### src/rtl/framebuf_wr_arb.sv
// Frame-buffer write arbiter: camera and host write requests share one RAM
// write port with round-robin arbitration. An optional clear engine sweeps
// CLEAR_COLOR over locations 0..NPIX-1, one location per cycle.
// Optional feature macro: FRAMEBUF_WR_ARB_CLEAR_EN. When it is undefined,
// clear_start is ignored and clear_busy/clear_done are tied low.
module framebuf_wr_arb #(
  parameter int             AW          = 17,
  parameter int             DW          = 16,
  parameter int             NPIX        = 19200,
  parameter logic [DW-1:0]  CLEAR_COLOR = {DW{1'b0}}
) (
  input  logic          clk,
  input  logic          rst_n,
  input  logic          cam_valid,
  input  logic [AW-1:0] cam_addr,
  input  logic [DW-1:0] cam_data,
  output logic          cam_ready,
  input  logic          host_valid,
  input  logic [AW-1:0] host_addr,
  input  logic [DW-1:0] host_data,
  output logic          host_ready,
  input  logic          clear_start,
  output logic          clear_busy,
  output logic          clear_done,
  output logic [AW-1:0] addr_in,
  output logic [DW-1:0] data_in,
  output logic          regwrite
);

  logic          in_arb;      // FSM is arbitrating requesters
  logic          clear_go;    // clear accepted this cycle, requesters held off
  logic          clear_wr;    // sweep write issued this cycle
  logic [AW-1:0] clear_addr;  // sweep location for this cycle

  logic          rr_host_q;   // 1: host wins the next tie, 0: camera wins
  logic          regwrite_q;
  logic [AW-1:0] addr_q;
  logic [DW-1:0] data_q;

`ifdef FRAMEBUF_WR_ARB_CLEAR_EN
  typedef enum logic {ST_ARB = 1'b0, ST_CLEAR = 1'b1} state_t;

  localparam logic [AW-1:0] LAST = AW'(NPIX - 1);

  state_t        state_q;
  logic [AW-1:0] cnt_q;
  logic [AW-1:0] cnt_d;
  logic          clear_done_q;

  assign in_arb     = (state_q == ST_ARB);
  assign clear_go   = in_arb & clear_start;
  assign clear_wr   = (state_q == ST_CLEAR);
  assign clear_addr = cnt_q;
  assign cnt_d      = cnt_q + AW'(1);
  assign clear_busy = clear_wr;
  assign clear_done = clear_done_q;

  // Sweep FSM: enter CLEAR on clear_start, leave after location NPIX-1, pulse done on return
  always_ff @(posedge clk or negedge rst_n) begin
    if (!rst_n) begin
      state_q      <= ST_ARB;
      cnt_q        <= '0;
      clear_done_q <= 1'b0;
    end else begin
      clear_done_q <= 1'b0;
      case (state_q)
        ST_ARB: begin
          if (clear_start) begin
            state_q <= ST_CLEAR;
            cnt_q   <= '0;
          end
        end
        ST_CLEAR: begin
          if (cnt_q == LAST) begin
            state_q      <= ST_ARB;
            cnt_q        <= '0;
            clear_done_q <= 1'b1;
          end else begin
            cnt_q <= cnt_d;
          end
        end
        default: state_q <= ST_ARB;
      endcase
    end
  end
`else
  logic unused_clear;

  assign unused_clear = clear_start ^ NPIX[0];
  assign in_arb       = 1'b1;
  assign clear_go     = 1'b0;
  assign clear_wr     = 1'b0;
  assign clear_addr   = '0;
  assign clear_busy   = 1'b0;
  assign clear_done   = 1'b0;
`endif

  // Combinational grant: a lone requester wins, a tie goes to whoever was not granted last
  always_comb begin
    cam_ready  = 1'b0;
    host_ready = 1'b0;
    if (in_arb && !clear_go) begin
      cam_ready  = cam_valid  & (~host_valid | ~rr_host_q);
      host_ready = host_valid & (~cam_valid  |  rr_host_q);
    end
  end

  // Registered write port: sweep writes take precedence, then the accepted requester
  always_ff @(posedge clk or negedge rst_n) begin
    if (!rst_n) begin
      regwrite_q <= 1'b0;
      addr_q     <= '0;
      data_q     <= '0;
      rr_host_q  <= 1'b0;
    end else if (clear_wr) begin
      regwrite_q <= 1'b1;
      addr_q     <= clear_addr;
      data_q     <= CLEAR_COLOR;
    end else if (cam_ready) begin
      regwrite_q <= 1'b1;
      addr_q     <= cam_addr;
      data_q     <= cam_data;
      rr_host_q  <= 1'b1;
    end else if (host_ready) begin
      regwrite_q <= 1'b1;
      addr_q     <= host_addr;
      data_q     <= host_data;
      rr_host_q  <= 1'b0;
    end else begin
      regwrite_q <= 1'b0;
    end
  end

  assign regwrite = regwrite_q;
  assign addr_in  = addr_q;
  assign data_in  = data_q;

endmodule
### config.mk
export PLATFORM = sky130hd
export DESIGN_NAME = framebuf_wr_arb
export DESIGN_NICKNAME = d
export VERILOG_FILES = /design/src/rtl/framebuf_wr_arb.sv
export SDC_FILE = /design/constraint.sdc
export NUM_CORES = 1
export LEC_CHECK = 0
export ABC_AREA = 1
export CAP_MARGIN = 10
export CELL_PAD_IN_SITES_DETAIL_PLACEMENT = 0
export CELL_PAD_IN_SITES_GLOBAL_PLACEMENT = 2
export CORE_ASPECT_RATIO = 0.8
export CORE_MARGIN = 10
export CORE_UTILIZATION = 20
export DETAILED_ROUTE_END_ITERATION = 12
export GPL_TIMING_DRIVEN = 0
export PLACE_DENSITY = 0.86
export SLEW_MARGIN = 15
export SYNTH_ARGS = -nofsm -noshare
export SYNTH_HDL_FRONTEND = slang
export SYNTH_SLANG_ARGS = --single-unit
export TNS_END_PERCENT = 30
### constraint.sdc
create_clock -name clk -period 1.35 [get_ports clk]
set_clock_uncertainty 0.05 [all_clocks]
set_input_delay 0.135 -clock clk [delete_from_list [all_inputs] [get_ports clk]]
set_output_delay 0.135 -clock clk [all_outputs]
set_load 0.01 [all_outputs]
==> results_dict.tcl <==
set metrics [dict create \
    place_area_um2 3320 \
    reg2reg_depth 6 \
    grt.overflow.total 0 \
    floorplan.initialDensity_pct 20.4 \
    htree_levels 2 \
    yosys.area.top_type_share_pct 41.9 \
    ys_warn_count 0 \
    dp_slack_ps -229 \
    clock_latency_ps 270 \
    io_pins 109 \
    slew_viol_final 0 \
    whs_path_depth 5 \
    maxCapViolCount 0 \
    drive_above_1_share_pct 11.2 \
    power_mw 3.40 \
    fin_area_um2 3490 \
    ys_top_cells_by_count "nand2_1 (132), dfrtp_1 (35), inv_1 (34), nand3_1 (34), nand4_1 (33)" \
    hpwl_um 6210 \
    clk_path_buf_depth 2 \
    num_antenna_cells 0 \
    cts_root_buf "clkbuf_16" \
    crit_arrival_ps 1110 \
    cts_tree "done" \
    grtUsageTotal_pct 10.4 \
    synth.most_common_cell "nand2_1" \
    cts_sinks 35 \
    antenna_left 0 \
    endpoint "host_ready" \
    worst_setup_path_end_kind "output port" \
    vias 2293 \
    synthesis.area_um2 2090 \
    period_needed_ps 1290 \
    synth_edf_count 0 \
    startpoint_type "flip-flop" \
    dieArea_um2 15000 \
    worstReg2RegEnd "addr_in[1]$_DFFE_PN0P_" \
    io_buffers 103 \
    crit_type "flip-flop to output port" \
    status "complete, no violations" \
    yosys.area.top_type "dfrtp_1" \
    yosysSeqAreaShare_pct 41.9 \
    rr_startpoint "rr_host_q$_DFFE_PN0P_" \
    setup-tns-final_ps 0 \
    fin_hold_ws_ps 166 \
    cts_made_buffers 5 \
    nNetsFinal 491 \
    antenna_found_initial 0 \
    hp-class "input pin to flip-flop" \
    rows 33 \
    synthDistinctLibCells 13 \
    critPathTopFamily "flip-flops" \
    grt_setup_unrepaired "false" \
    dieWidth_um 134 \
    first_pass_iters 5 \
    cp_max_fo 4 \
    drt_iter0_drc 135 \
    fill_cells 1161 \
    async_flop_share_pct 100 \
    hold_violations 0 \
    die_h_um 111 \
    grt_pass1_vias 2390 \
    crit_chain "nand2_4 > buf_8 > o21ai_2 > buf_4" \
    min_period_over_period_pct 95.8 \
    dp.cells 547 \
    ys.flop_type "dfrtp_1" \
    fmax_mhz 773 \
    drt-vias-per-instance 4.09 \
    grt_max_degree 22 \
    yosys-top-cells-area "dfrtp_1 (42%), nand2_1 (24%), nand4_1 (9.9%), nand3_1 (8.1%), inv_1 (6.1%)" \
    clkTransAtPathRegs_ps 50 \
    avgSynthCellArea_um2 6.93 \
    slowest_delay_ps 400 \
    final_util_pct 34.1 \
    reg2reg_setup_slack_ps 100 \
    cpMaxStageDelayCell "dfrtp_1" \
    place.gp.congestion 0.736 \
    wl_per_cell_um 14.4 \
    final-instance-count-excl-fill 560 \
    routed_wl_um 8070 \
    netlist_instances 302 \
    path_buf_inv 2 \
    cp_num_cells 4 \
    setup_ws_ps 56.1 \
    drc 0 \
    required_ps 1160 \
    power.leakage_nw 1.84 \
    power_density_nw_per_um2 972 \
    grt_pass1_wl_um 12700 \
    synth-seq-cells 35 \
    crit_start "rr_host_q$_DFFE_PN0P_" \
    core_um2 10200 \
    setup_viol 0 \
    irDropWorstVdd_mv 0.419 \
    syn_to_final_growth_pct 67.0 \
]
routing by layer:
metal | vias up | global-route usage [%] | share of wire (%)
li1 | 1186 | - | -
met1 | 1038 | 13.1 | 46
met2 | 64 | 16.8 | 46
met3 | 5 | 3.59 | 6.7
met4 | 0 | 2.39 | 0.52
met5 | - | 0 | 0
kinds of logic (layout without fill, tap and decap cells):
| logic type | count (synthesis) | in the layout | synth area share [%] |
|---|---|---|---|
| other cells | 1 | 2 | 0.179 |
| buf+inv | 62 | 179 | 14.6 |
| flops | 35 | 35 | 41.9 |
| compound gates | 1 | 1 | 0.239 |
| simple gates | 203 | 203 | 43.1 |
area by class of cell:
cell class | count | area, um2 | share of cell area (%)
Buffer | 25 | 174 | 4.98
Sequential cell | 35 | 876 | 25.1
Clock buffer | 6 | 139 | 3.98
Clock inverter | 1 | 5.00 | 0.143
Multi-Input combinational cell | 206 | 927 | 26.5
Inverter | 36 | 135 | 3.87
Timing Repair Buffer | 111 | 1060 | 30.4
Tap cell | 140 | 175 | 5.01
sequential cells by signal (all words and copies together), names as in the netlist:
| name | flops |
|---|---|
| addr_in | 17 |
| regwrite | 1 |
| data_in | 16 |
| rr_host_q | 1 |
cell usage in the layout, fill, tap and decap left out, types with 3 or more instances in the layout:
cell             instances
buf_2                   15
buf_4                   12
buf_6                    3
clkbuf_16                5
clkbuf_4                 3
clkdlybuf4s50_1         66
dfrtp_1                 35
dlygate4sd2_1           33
inv_1                   34
nand2_1                132
nand3_1                 34
nand4_1                 33
worst min path at each step:
stage | start | to | slack, ps
3_5_place_dp | rst_n | addr_in[8]$_DFFE_PN0P_ | 40
6_report | host_valid | addr_in[7]$_DFFE_PN0P_ | 170
2_1_floorplan | rst_n | addr_in[0]$_DFFE_PN0P_ | -210
5_1_grt | host_valid | addr_in[7]$_DFFE_PN0P_ | 190
3_3_place_gp | host_valid | addr_in[7]$_DFFE_PN0P_ | 450
4_1_cts | host_valid | addr_in[7]$_DFFE_PN0P_ | 160
power by group:
part	leakage [nW]	total [mW]	switching, mW	internal, mW
clock network	0.0727	1.14	0.420	0.720
registers	0.408	1.26	0.0722	1.18
logic	1.36	1.00	0.503	0.500
total	1.84	3.40	0.995	2.40
tightest hold or removal path: stages:
cell	delay [ps]
buf_6	120
nand2_1	60
nand2_1	50
nand2_1	50
nand2_1	40
timing repair:
action	CTS	global route
gates resized for setup	42	7
buffers inserted	5	1
pin swaps	2	0
hold endpoints to repair	14	0
endpoints found under the setup margin	35	16
hold buffers	1	0
No activity file was read; power rests on OpenSTA's default activity.
